--- config.mk ---
export PLATFORM = sky130hd
export DESIGN_NAME = cache_control
export DESIGN_NICKNAME = d
export VERILOG_FILES = /design/src/rtl/cache_control.sv
export SDC_FILE = /design/constraint.sdc
export NUM_CORES = 1
export LEC_CHECK = 0
export CORE_AREA = 4 4 41 43
export DETAILED_ROUTE_END_ITERATION = 7
export DIE_AREA = 0 0 45 47
export SYNTH_ARGS = -nofsm -noshare
export SYNTH_HDL_FRONTEND = slang
export SYNTH_SLANG_ARGS = --single-unit
--- constraint.sdc ---
create_clock -name clock -period 3.87 [get_ports clock]
set_clock_uncertainty 0.05 [all_clocks]
set_input_delay 0.5805 -clock clock [delete_from_list [all_inputs] [get_ports clock]]
set_output_delay 0.5805 -clock clock [all_outputs]
set_load 0.01 [all_outputs]
--- src/rtl/cache_control.sv ---
// cache_control: sequencing FSM for the direct-mapped write-back cache datapath.
// Samples controller requests, evaluates hit/dirty, runs block write-back and
// refill handshakes with the backing memory, and commits writes.
// Optional statistics counters are built when CACHE_STATS_EN is defined.
module cache_control #(
    parameter int COUNTER_SIZE = 32
) (
    input  logic clock,
    input  logic reset,
    input  logic ctrl_en,
    output logic ctrl_busy,
    output logic mem_en,
    output logic mem_wr_en,
    input  logic mem_ack,
    output logic sample_ctrl_inputs,
    output logic set_valid,
    output logic set_tag,
    output logic set_data,
    output logic set_dirty,
    input  logic ctrl_wr_en_d,
    input  logic hit,
    input  logic dirty
`ifdef CACHE_STATS_EN
    ,
    output logic [COUNTER_SIZE-1:0] hit_count,
    output logic [COUNTER_SIZE-1:0] miss_count,
    output logic [COUNTER_SIZE-1:0] writeback_count
`endif
);

    if (COUNTER_SIZE < 1) begin : g_bad_counter_size
        $error("COUNTER_SIZE must be at least 1");
    end

    typedef enum logic [1:0] {
        IDLE       = 2'd0,
        COMPARE    = 2'd1,
        WRITE_BACK = 2'd2,
        ALLOCATE   = 2'd3
    } state_t;

    state_t state_q, state_d;

    // State register; synchronous reset returns to IDLE.
    always_ff @(posedge clock) begin
        if (reset) begin
            state_q <= IDLE;
        end else begin
            state_q <= state_d;
        end
    end

    // Next-state and strobe decode; everything is held at 0 while reset is high.
    always_comb begin
        state_d            = state_q;
        ctrl_busy          = 1'b0;
        mem_en             = 1'b0;
        mem_wr_en          = 1'b0;
        sample_ctrl_inputs = 1'b0;
        set_valid          = 1'b0;
        set_tag            = 1'b0;
        set_data           = 1'b0;
        set_dirty          = 1'b0;
        if (!reset) begin
            case (state_q)
                IDLE: begin
                    sample_ctrl_inputs = ctrl_en;
                    if (ctrl_en) begin
                        state_d = COMPARE;
                    end
                end
                COMPARE: begin
                    ctrl_busy = 1'b1;
                    if (hit) begin
                        if (ctrl_wr_en_d) begin
                            set_data  = 1'b1;
                            set_dirty = 1'b1;
                        end
                        state_d = IDLE;
                    end else if (dirty) begin
                        state_d = WRITE_BACK;
                    end else begin
                        state_d = ALLOCATE;
                    end
                end
                WRITE_BACK: begin
                    ctrl_busy = 1'b1;
                    mem_en    = 1'b1;
                    mem_wr_en = 1'b1;
                    if (mem_ack) begin
                        state_d = ALLOCATE;
                    end
                end
                ALLOCATE: begin
                    ctrl_busy = 1'b1;
                    mem_en    = 1'b1;
                    if (mem_ack) begin
                        set_data  = 1'b1;
                        set_valid = 1'b1;
                        set_tag   = 1'b1;
                        state_d   = COMPARE;
                    end
                end
                default: begin
                    state_d = IDLE;
                end
            endcase
        end
    end

`ifdef CACHE_STATS_EN
    logic [COUNTER_SIZE-1:0] hit_cnt_q, hit_cnt_d;
    logic [COUNTER_SIZE-1:0] miss_cnt_q, miss_cnt_d;
    logic [COUNTER_SIZE-1:0] wb_cnt_q, wb_cnt_d;
    logic                    refill_q, refill_d;

    // Saturating counter updates; the refill flag keeps the post-refill
    // re-compare from being counted as a hit.
    always_comb begin
        hit_cnt_d  = hit_cnt_q;
        miss_cnt_d = miss_cnt_q;
        wb_cnt_d   = wb_cnt_q;
        refill_d   = refill_q;
        case (state_q)
            COMPARE: begin
                refill_d = 1'b0;
                if (hit) begin
                    if (!refill_q && (hit_cnt_q != '1)) begin
                        hit_cnt_d = hit_cnt_q + 1'b1;
                    end
                end else if (miss_cnt_q != '1) begin
                    miss_cnt_d = miss_cnt_q + 1'b1;
                end
            end
            WRITE_BACK: begin
                if (mem_ack && (wb_cnt_q != '1)) begin
                    wb_cnt_d = wb_cnt_q + 1'b1;
                end
            end
            ALLOCATE: begin
                if (mem_ack) begin
                    refill_d = 1'b1;
                end
            end
            default: begin
            end
        endcase
    end

    // Statistics registers, cleared by reset.
    always_ff @(posedge clock) begin
        if (reset) begin
            hit_cnt_q  <= '0;
            miss_cnt_q <= '0;
            wb_cnt_q   <= '0;
            refill_q   <= 1'b0;
        end else begin
            hit_cnt_q  <= hit_cnt_d;
            miss_cnt_q <= miss_cnt_d;
            wb_cnt_q   <= wb_cnt_d;
            refill_q   <= refill_d;
        end
    end

    // Counter outputs are forced to 0 while reset is high.
    always_comb begin
        hit_count       = reset ? '0 : hit_cnt_q;
        miss_count      = reset ? '0 : miss_cnt_q;
        writeback_count = reset ? '0 : wb_cnt_q;
    end
`endif

endmodule

# After elaboration in Yosys (flattened, before gate mapping)
# Index checks and enable logic that the tools add are counted.
[classes] addsub=0 multipliers=0 n_div=0 order_cmp=0 eq_ne=6 shifts=0 n_mux=23 n_bitwise=0 reduce_logical=4
[op_table] cell="1-bit two-way mux" count=17
[op_table] cell="2-bit two-way mux" count=4
[op_table] cell="2-bit one-hot mux with 4 select lines" count=1
[op_table] cell="2-bit inequality test (second input constant)" count=3
[op_table] cell="2-bit == test (second input constant)" count=2
[op_table] cell="3-bit AND reduction" count=1
[op_table] cell="3-bit OR reduction" count=1
[op_table] cell="2-bit by 1-bit == test with 1-bit output (second input constant)" count=1
[op_table] cell="2-bit logical NOT" count=1
[op_table] cell="1-bit one-hot mux with 2 select lines" count=1
[op_table] cell="2-bit OR reduction" count=1
[word_totals] reg_bits=2 latchBits=0 ramBits=0 romBits=0 inputBits=7 out_inout_bits=8 elab_cells=34 memories=0

# Longest topological paths before layout
# Gate-level depths: netlist (run 1).
[logic_depth] depth_word=4 ltp_mapped=5 mapped_depth_nobuf=5

# Worst setup path before layout (run 1)
# OpenSTA, ideal clock, no wires.
[synth_path] path_kind="register -> output" startpoint="register state_q[1]" endpoint="output port set_data" arrival_ns=1.094 required_time_ns=3.239 path_slack_ns=2.146 path_stages_with_launch=5 path_buffers=0 path_cell_list="dfxtp_1 inv_1 ha_1 and4b_1 o22a_1"
[synth_via] elab_chain_len=3 elab_cells_between_ends=4 classes_between="eq/ne (2); mux (2)"
[synth_lines] item="from (decl)" line_no="42" text="state_t state_q, state_d;"
[synth_lines] item="from (signal assigned)" line_no="49" text="state_q <= state_d;"
[synth_lines] item="2-bit == test / 2-bit by 1-bit == test with 1-bit output (equally long branches)" line_no="65" text="case (state_q)"
[synth_lines] item="1-bit one-hot mux with 2 select lines *" line_no="65"
[synth_lines] item="1-bit two-way mux *" line_no="64" text="if (!reset) begin"
[synth_lines] item="to (decl)" line_no="18" text="output logic set_data,"
# Mark *: on every way between the ends. The rest lies on a longest branch, timed or not.

# Worst setup path after layout (run 1)
[layout_path] startpoint="input port reset" endpoint="output port set_data"
[layout_via] elab_chain_len=1
[layout_lines] item="from (decl)" line_no="9" text="input logic reset,"
[layout_lines] item="1-bit two-way mux" line_no="64"
# No other way between the ends.

==> results of run 1 <==
[worst max path at each step]
stage | endpoint | slack, ns | cells past startpoint
floorplan | set_data | 2.15 | 4
global placement | set_data | 1.14 | 4
detailed placement | set_data | 1.11 | 4
CTS | set_data | 1.11 | 4
global route | set_data | 1.05 | 4
finish | set_data | 1.13 | 4
[per-stage QoR]
| stage | hold WS (ns) | utilization, % | instance area (um^2) | setup WS (ns) | instances |
|---|---|---|---|---|---|
| floorplan | 0.4496 | - | 285.3 | 2.146 | 34 |
| global placement | 0.4977 | 33.56 | 436.7 | 1.138 | 62 |
| detailed placement | 0.5022 | 33.56 | 436.7 | 1.105 | 62 |
| CTS | 0.5063 | 35.29 | 459.2 | 1.108 | 65 |
| global route | 0.5432 | 35.29 | 459.2 | 1.049 | 65 |
| finish | 0.5041 | 35.29 | 459.2 | 1.130 | 65 |
[cell type report]
cell class,count,share of cell area [%]
Sequential cell,2,8.719
Multi-Input combinational cell,28,49.32
Tap cell,15,4.087
Inverter,3,2.452
Timing Repair Buffer,14,30.52
Clock buffer,3,4.905
[routing by layer]
layer  track usage, %  up-vias  part of all wire [%]
met3            3.448        2                   9.4
met1            8.371      115                    47
met2            11.30       14                    41
met4            3.509        0                   1.9
met5                0        -                     0
li1                 -      146                     -
[power by group through the flow]
stage / Sequential [uW] / Clock (uW) / Combinational [uW]
global placement: 26.8 / 0 / 37.2
detailed placement: 26.8 / 0 / 37.6
finish: 26.4 / 46.8 / 37.5
CTS: 26.5 / 50.1 / 38.1
floorplan: 25.7 / 0 / 21.7
global route: 27.2 / 52.3 / 42.8
[cells in the final DEF (no fill, tap or decap)]
| master | n |
|---|---|
| inv_1 | 3 |
| dfxtp_1 | 2 |
| and4b_1 | 1 |
| o21ai_0 | 1 |
| clkbuf_4 | 3 |
| ha_1 | 7 |
| and2b_1 | 1 |
| nor2_1 | 4 |
| and3b_1 | 1 |
| nand2b_1 | 2 |
| a21oi_1 | 2 |
| nand2b_2 | 1 |
| clkdlybuf4s50_1 | 14 |
| o22a_1 | 1 |
| a311oi_1 | 1 |
| nor2b_1 | 1 |
| and2b_2 | 1 |
| nand2_1 | 2 |
| mux2i_1 | 1 |
| o21bai_2 | 1 |
[synth_stat cells]
cell and instances:
and2b_1 1, nor2_1 4, mux2i_1 1, and4b_1 1, o22a_1 1, nand2b_1 2
o21bai_2 1, o21ai_0 1, nand2_1 2, ha_1 7, inv_1 3, buf_4 1
and3b_1 1, dfxtp_1 2, nor2b_1 1, a311oi_1 1, nand2b_2 1, a21oi_1 2
and2b_2 1
[worst min-delay path: cells and delay by family (launching register included)]
kind / cells / cell delay, ns
simple gates: 1 / 0.09
mux: 1 / 0.06
flops: 1 / 0.35
[kinds of logic after synthesis]
logic type / synth area share, %
flops: 14.04
mux: 3.509
compound gates: 15.35
fa+ha+maj: 30.70
simple gates: 29.83
buf+inv: 6.580
==> flow_metrics.env, run 1 <==
export IMPL_track_usage_pct=7.256
export IMPL_clk_pin_slew_ns=0.03
export IMPL_crit_chain="clkdlybuf4s50_1 -> and4b_1 -> o22a_1 -> clkdlybuf4s50_1"
export IMPL_overflow=0
export IMPL_power_density_nw_per_um2=241.0
export IMPL_syn_area_um2=285.3
export IMPL_yosys_area_top_type="ha_1"
export IMPL_worstHoldPathCells=2
export IMPL_diodes=0
export IMPL_nFillCells=148
export IMPL_status="complete, no violations"
export IMPL_grt_pass1_wl_um=1055
export IMPL_syn_inst=34
export IMPL_first_pass_iters=2
export IMPL_cts_root_buf="clkbuf_4"
export IMPL_cp_data_required_time_ns=3.24
export IMPL_grt_max_degree=10
export IMPL_post_route_min_period_ns=2.740
export IMPL_rrSetupSlack_ns=2.39
export IMPL_setup_worst_path_start="reset"
export IMPL_drv_cap=0
export IMPL_htreeDepth=1
export IMPL_core_rowCount=13
export IMPL_rsz0062_at_grt="false"
export IMPL_hold_path_class="reg2reg"
export IMPL_first_iter_violations=1
export IMPL_period_share_pct=70.81
export IMPL_largest_reg_flops=2
export IMPL_seqCellArea_um2=40.04
export IMPL_fin_nets=66
export IMPL_slowest_delay_ns=0.54
export IMPL_reg2reg_depth=5
export IMPL_drc_errors=0
export IMPL_cts_buffers=3
export IMPL_yosysSeqAreaShare_pct=14.04
export IMPL_setup_viol=0
export IMPL_hold_end="state_q[1]"
export IMPL_fmax_mhz=364.9
export IMPL_syn_area_per_cell_um2=8.390
export IMPL_top_regs="state_q (2)"
export IMPL_antenna_found_initial=0
export IMPL_yosysTopAreaCellShare_pct=30.70
export IMPL_cts_setup_buffers=0
export IMPL_dp_hpwl_um=531.6
export IMPL_cp_top_family="buffers and inverters"
export IMPL_leakage_uw=0.0002164
export IMPL_core_area_um2=1301
export IMPL_rr_endpoint="state_q[0]"
export IMPL_max_slew_margin_rel_pct=81.82
export IMPL_comb_power_share_pct=33.9
export IMPL_clock_latency_ns=0.23
export IMPL_crit_path_max_fanout=9
export IMPL_cts_resized=0
export IMPL_slew_violations=0
export IMPL_cts_tree="done"
export IMPL_grt_pass1_vias=267
export IMPL_endpoint_kind="output port"
export IMPL_p_seq_share_pct=23.8
export IMPL_via_per_inst=4.262
export IMPL_route_detailed_wl_per_inst_um=10.34
export IMPL_ioPinCount=15
export IMPL_min_delay_start="state_q[1]"
export IMPL_p_clk_share_pct=42.3
export IMPL_regMostFlops="state_q"
export IMPL_path_common_cell="clkdlybuf4s50_1"
export IMPL_cts_sinks=2
export IMPL_setup_tns_ns=0
export IMPL_place_gp_congestion=0.7564
export IMPL_syn_nets=48
export IMPL_die_y_um=47
export IMPL_cp_start_kind="primary input"
export IMPL_die_x_um=45
export IMPL_path_class="in2out"
export IMPL_ant_nets=0
export IMPL_routed_wl_um=672
export IMPL_die_area_um2=2115
export IMPL_hold_viol_final=0
export IMPL_area_growth_syn_to_layout_pct=60.96
export IMPL_start_util_pct=21.92
export IMPL_critPathBufInv=2
export IMPL_p_switching_uw=32.35
export IMPL_regToRegStartpoint="state_q[0]"
export IMPL_io_buffer_count=14
export IMPL_max_slew_worst_pin_slew_ns=0.2719
export IMPL_cts_path_max_buffers=2
export IMPL_num_vias=277
export IMPL_synth_distinct_cells=19
export IMPL_multi_input_area_um2=226.5
export IMPL_cp_arrival_ns=2.11
export IMPL_ys_seq_elements=2
export IMPL_synth_area_leaders="ha_1, dfxtp_1, nor2_1, nand2b_1, inv_1"
export IMPL_yosys_warnings=0
export IMPL_vdd_drop_max_mv=0.1193
export IMPL_intPower_uw=78.33
export IMPL_cpMaxStageDelayCell="clkdlybuf4s50_1"
export IMPL_drive_gt1_share_pct=12.00
export IMPL_fin_total_pwr_uw=110.7
export IMPL_postCtsHoldBufs=0
export IMPL_p_sw_share_pct=29.23
Note: power is estimated with default switching activity, not from simulation.
==> inputs of run 2 (changes only) <==
clock period = 2.8 ns   (was 3.87 ns; I/O delays follow)
==> run 2 against run 1 <==
- via count is 0.72% higher
- power is 38% higher
- non-clock buffer count stayed put
- die area stayed put
- core utilization stayed put
- final cell count stayed put
- clock-buffer cell count stayed put
- clock power is 37% higher
- sequential cell count stayed put
- worst setup slack worse by 0.75 ns
- final area stayed put
- largest power group unchanged
- highest routed layer is now met3
==> flow_metrics.env, run 2 (synthesis results as in run 1) <==
export IMPL_period_share_pct=86.49
export IMPL_max_slew_worst_pin_slew_ns=0.2722
export IMPL_postCtsHoldBufs=0
export IMPL_drv_cap=0
export IMPL_top_regs="state_q (2)"
export IMPL_clk_pin_slew_ns=0.03
export IMPL_ant_nets=0
export IMPL_first_iter_violations=1
export IMPL_grt_use_met1_pct=8.145
export IMPL_crit_chain="clkdlybuf4s50_1 -> and4b_1 -> o22a_1 -> clkdlybuf4s50_1"
export IMPL_max_slew_margin_rel_pct=81.80
export IMPL_track_usage_pct=7.413
export IMPL_regMostFlops="state_q"
export IMPL_routed_wl_um=675
export IMPL_start_util_pct=21.92
export IMPL_clock_latency_ns=0.22
export IMPL_dp_hpwl_um=533.7
export IMPL_vdd_drop_max_mv=0.1624
export IMPL_overflow=0
export IMPL_largest_reg_flops=2
export IMPL_slowest_delay_ns=0.54
export IMPL_top_usage_layer="met2"
export IMPL_path_common_cell="clkdlybuf4s50_1"
export IMPL_layout_common_cells="clkdlybuf4s50_1, ha_1, nor2_1"
export IMPL_cts_buffers=3
export IMPL_nFillCells=148
export IMPL_die_y_um=47
export IMPL_diodes=0
export IMPL_grtUsageMet3_pct=3.831
export IMPL_hold_path_class="reg2reg"
export IMPL_cp_start_kind="primary input"
export IMPL_post_route_min_period_ns=2.422
export IMPL_layout_commonest_cell="clkdlybuf4s50_1"
export IMPL_cts_sinks=2
export IMPL_area_growth_syn_to_layout_pct=60.96
export IMPL_power_density_nw_per_um2=332.4
export IMPL_dp_slack_ns=0.3563
export IMPL_slew_violations=0
export IMPL_cp_arrival_ns=1.95
export IMPL_cts_resized=0
export IMPL_die_area_um2=2115
export IMPL_setup_viol=0
export IMPL_grt_pass1_wl_um=1117
export IMPL_stdcell_area_um2=459.2
export IMPL_num_vias=279
export IMPL_crit_path_max_fanout=9
export IMPL_cts_tree="done"
export IMPL_core_rowCount=13
export IMPL_die_x_um=45
export IMPL_cpMaxStageDelayCell="clkdlybuf4s50_1"
export IMPL_cts_root_buf="clkbuf_4"
export IMPL_cp_data_required_time_ns=2.33
export IMPL_leakage_uw=0.0002164
export IMPL_grt_max_degree=10
export IMPL_antenna_found_initial=0
export IMPL_grt_pass1_vias=286
export IMPL_placed_area_um2=436.7
export IMPL_ioPinCount=15
export IMPL_gr_usage_met2_pct=11.86
export IMPL_htreeDepth=1
export IMPL_status="complete, no violations"
export IMPL_fin_nets=66
export IMPL_cts_path_max_buffers=2
export IMPL_hold_viol_final=0
export IMPL_fin_total_pwr_uw=152.6
export IMPL_endpoint_kind="output port"
export IMPL_path_class="in2out"
export IMPL_setup_tns_ns=0
export IMPL_cts_setup_buffers=0
export IMPL_core_area_um2=1301
export IMPL_first_pass_iters=2
export IMPL_io_buffer_count=14
export IMPL_drive_gt1_share_pct=12.00
export IMPL_worst_slack_ns=0.3784
export IMPL_route_detailed_wl_per_inst_um=10.38
export IMPL_rsz0062_at_grt="false"
export IMPL_drc_errors=0
export IMPL_place_gp_congestion=0.7569
export IMPL_fmax_mhz=412.9
export IMPL_via_per_inst=4.292
## run 2: cell counts in the layout (fill, tap and decap cells not counted)
Identical to the previous run, type by type.
## run 2: metrics by stage
step / cells / hold WS [ns] / utilization, %
floorplan: 34 / 0.4421 / -
global placement: 62 / 0.4977 / 33.56
detailed placement: 62 / 0.5005 / 33.56
CTS: 65 / 0.5046 / 35.29
global route: 65 / 0.5418 / 35.29
finish: 65 / 0.4992 / 35.29
## run 2: area by class of cell
type	count	area, um^2	share of cell area [%]
Sequential cell	2	40.04	8.719
Tap cell	15	18.77	4.087
Clock buffer	3	22.52	4.905
Inverter	3	11.26	2.452
Timing Repair Buffer	14	140.1	30.52
Multi-Input combinational cell	28	226.5	49.32
## run 2: worst paths after layout
check,endpoint,slack (ns),from,cells after the start
setup / recovery,set_data,0.38,reset,4
hold / removal,state_q[1],0.50,state_q[1],2
setup reg to reg,state_q[0],1.33,state_q[0],5
hold reg to reg,state_q[1],0.50,state_q[1],2
## run 2: worst max-delay path: cells and delay by family
kind            cells  cell delay, ns
simple gates        1            0.33
buf+inv             2            1.06
compound gates      1            0.14
## run 2: report_power, final
group	switching, uW	internal [uW]
Sequential	4.87	31.6
Combinational	22.8	29.4
Clock	16.6	47.3
Total	44.3	108
## run 2: per-layer routing
layer | vias to the layer above | part of all wire [%]
li1 | 144 | -
met1 | 125 | 46
met2 | 10 | 47
met3 | 0 | 7.6
met4 | 0 | 0
met5 | - | 0
==> inputs of run 3 (changes only) <==
ABC_AREA = 1   (was unset)
HOLD_SLACK_MARGIN = 0.05   (was unset)
MAX_ROUTING_LAYER = met4   (was unset)
==> run 3 against run 2 <==
- wire length down 6.1%
- critical endpoint unchanged
- combinational power rose to 4.1 times the previous value
- final area up 1.1%
- maximum frequency up 4.1%
- sequential cell count unchanged
- hold slack better by 0.13 ns
- via count up 14%
==> flow_metrics.env, run 3 <==
export IMPL_hold_viol_final=0
export IMPL_critPathBufInv=2
export IMPL_setup_worst_path_start="reset"
export IMPL_p_seq_share_pct=17.9
export IMPL_synthTopCellsByCount="nor2_1, nand2_1, inv_1"
export IMPL_max_slew_worst_pin_slew_ns=0.2420
export IMPL_io_buffer_count=14
export IMPL_grt_max_degree=8
export IMPL_core_rowCount=13
export IMPL_max_slew_margin_rel_pct=83.82
export IMPL_nFillCells=149
export IMPL_first_pass_iters=2
export IMPL_path_class="in2out"
export IMPL_p_clk_share_pct=18.5
export IMPL_setup_viol=0
export IMPL_drc_errors=0
export IMPL_yosys_warnings=0
export IMPL_async_reset_ff_share_pct=0
export IMPL_cts_tree="done"
export IMPL_crit_path_max_fanout=7
export IMPL_period_share_pct=83.08
export IMPL_track_usage_pct=7.736
export IMPL_area_growth_syn_to_layout_pct=59.91
export IMPL_seqCellArea_um2=40.04
export IMPL_syn_nets=63
export IMPL_fmax_mhz=429.9
export IMPL_clock_latency_ns=0.22
export IMPL_p_sw_share_pct=43.91
export IMPL_top_regs="state_q (2)"
export IMPL_grt_pass1_vias=294
export IMPL_ioPinCount=15
export IMPL_multi_input_area_um2=212.7
export IMPL_drive_gt1_share_pct=6.154
export IMPL_yosysTopAreaCellShare_pct=30.17
export IMPL_clk_pin_slew_ns=0.03
export IMPL_cts_root_buf="clkbuf_4"
export IMPL_synth_area_leaders="ha_1, nor2_1, nand2_1, dfxtp_1, inv_1"
export IMPL_vdd_drop_max_mv=0.2880
export IMPL_ys_seq_elements=2
export IMPL_layout_commonest_cell="nor2_1"
export IMPL_comb_power_share_pct=63.6
export IMPL_cp_top_family="buffers and inverters"
export IMPL_htreeDepth=1
export IMPL_die_y_um=47
export IMPL_start_util_pct=22.31
export IMPL_fin_total_pwr_uw=334.1
export IMPL_synth_flop_cell="dfxtp_1"
export IMPL_cts_setup_buffers=0
export IMPL_yosys_cell_count_top_type="nor2_1"
export IMPL_path_common_cell="nor2_1"
export IMPL_synthSimpleGateAreaFrac_pct=41.38
export IMPL_die_x_um=45
export IMPL_via_per_inst=3.963
export IMPL_post_route_min_period_ns=2.326
export IMPL_core_area_um2=1301
export IMPL_crit_chain="clkdlybuf4s50_1 -> nor2_1 -> nor2_1 -> nor2_1 -> clkdlybuf4s50_1"
export IMPL_yosys_area_top_type="ha_1"
export IMPL_syn_inst=49
export IMPL_synth_mux_area_share_pct=0
export IMPL_die_area_um2=2115
export IMPL_layout_common_cells="nor2_1, clkdlybuf4s50_1, nand2_1"
export IMPL_slew_violations=0
export IMPL_cts_buffers=3
export IMPL_yosysSeqAreaShare_pct=13.79
export IMPL_min_delay_start="state_q[0]"
export IMPL_cp_data_required_time_ns=2.33
export IMPL_syn_area_um2=290.3
export IMPL_fin_nets=81
export IMPL_final_cells=80
export IMPL_postCtsHoldBufs=0
export IMPL_status="complete, no violations"
export IMPL_endpoint_kind="output port"
export IMPL_regMostFlops="state_q"
export IMPL_cts_resized=0
export IMPL_yosys_area_share_xor_xnor_pct=0
export IMPL_cts_sinks=2
export IMPL_grt_pass1_wl_um=1104
export IMPL_first_iter_violations=3
export IMPL_synth_adder_area_share_pct=30.17
export IMPL_diodes=0
export IMPL_cts_path_max_buffers=2
export IMPL_routed_wl_um=634
export IMPL_largest_reg_flops=2
export IMPL_cpMaxStageDelayCell="clkdlybuf4s50_1"
export IMPL_overflow=0
export IMPL_placedCellCount=77
export IMPL_slowest_delay_ns=0.54
export IMPL_cp_arrival_ns=1.86
export IMPL_synth_compound_area_share_pct=1.724
export IMPL_regToRegStartpoint="state_q[0]"
export IMPL_num_vias=317
export IMPL_setup_tns_ns=0
export IMPL_intPower_uw=187.4
export IMPL_p_switching_uw=146.7
export IMPL_synth_top_family_by_area="simple AND/OR/NAND/NOR gates"
export IMPL_synth_edf_count=0
export IMPL_cp_start_kind="primary input"
export IMPL_drv_cap=0
export IMPL_dp_hpwl_um=526.5
export IMPL_ant_nets=0
export IMPL_place_gp_congestion=0.7853
export IMPL_power_density_nw_per_um2=719.7
export IMPL_hold_path_class="reg2reg"
export IMPL_synth_distinct_cells=9
export IMPL_route_detailed_wl_per_inst_um=7.925
export IMPL_syn_area_per_cell_um2=5.924
export IMPL_antenna_found_initial=0
export IMPL_rsz0062_at_grt="false"
export IMPL_leakage_uw=0.0002300
export IMPL_rrSetupSlack_ns=1.50
## run 3: path summary, 6_finish.rpt
path | end | cells past startpoint
worst max-delay path | set_data | 5
worst min-delay path | state_q[0] | 4
worst max register to register | state_q[1] | 6
worst min register to register | state_q[0] | 4
## run 3: power by group through the flow
stage / clock network (uW) / registers (uW) / logic, uW
after floorplan: 0 / 55.8 / 147
after global placement: 0 / 61.7 / 215
after detailed placement: 0 / 61.0 / 213
after CTS: 66.4 / 60.5 / 215
after global routing: 72.5 / 62.0 / 251
final: 61.9 / 59.6 / 212
## run 3: worst reg2reg max path, cell delays in order (launching register included)
cell and delay (ns):
dfxtp_1 0.40, inv_1 0.12, ha_1 0.26, nand2_1 0.09
nand3_2 0.10, nor2_1 0.12, nor2_1 0.05
## run 3: cells by family (layout without fill, tap and decap cells)
family | Yosys count | after routing
flops | 2 | 2
compound gates | 1 | 1
simple gates | 30 | 30
fa+ha+maj | 7 | 7
buf+inv | 9 | 25
## run 3: per-stage QoR
stage	cell area, um^2	util, %	hold WS, ns	worst slack, ns
floorplan	290.3	-	0.5253	1.223
global placement	441.7	33.94	0.6349	0.5051
detailed placement	441.7	33.94	0.6326	0.4554
CTS	464.2	35.67	0.6341	0.4522
global route	464.2	35.67	0.7048	0.3423
finish	464.2	35.67	0.6258	0.4736
## run 3: routing by layer
metal  track usage, %  wire length [um]  vias up
li1                 -                 -      177
met1            7.919               303      130
met2            11.86               279       10
met3            3.448                51        0
met4            5.263                 0        0
met5                -                 0        -
## run 3: area by class of cell
type,instances,area share [%]
Timing Repair Buffer,14,30.19
Clock buffer,3,4.852
Tap cell,15,4.043
Multi-Input combinational cell,38,45.82
Sequential cell,2,8.625
Inverter,8,6.469
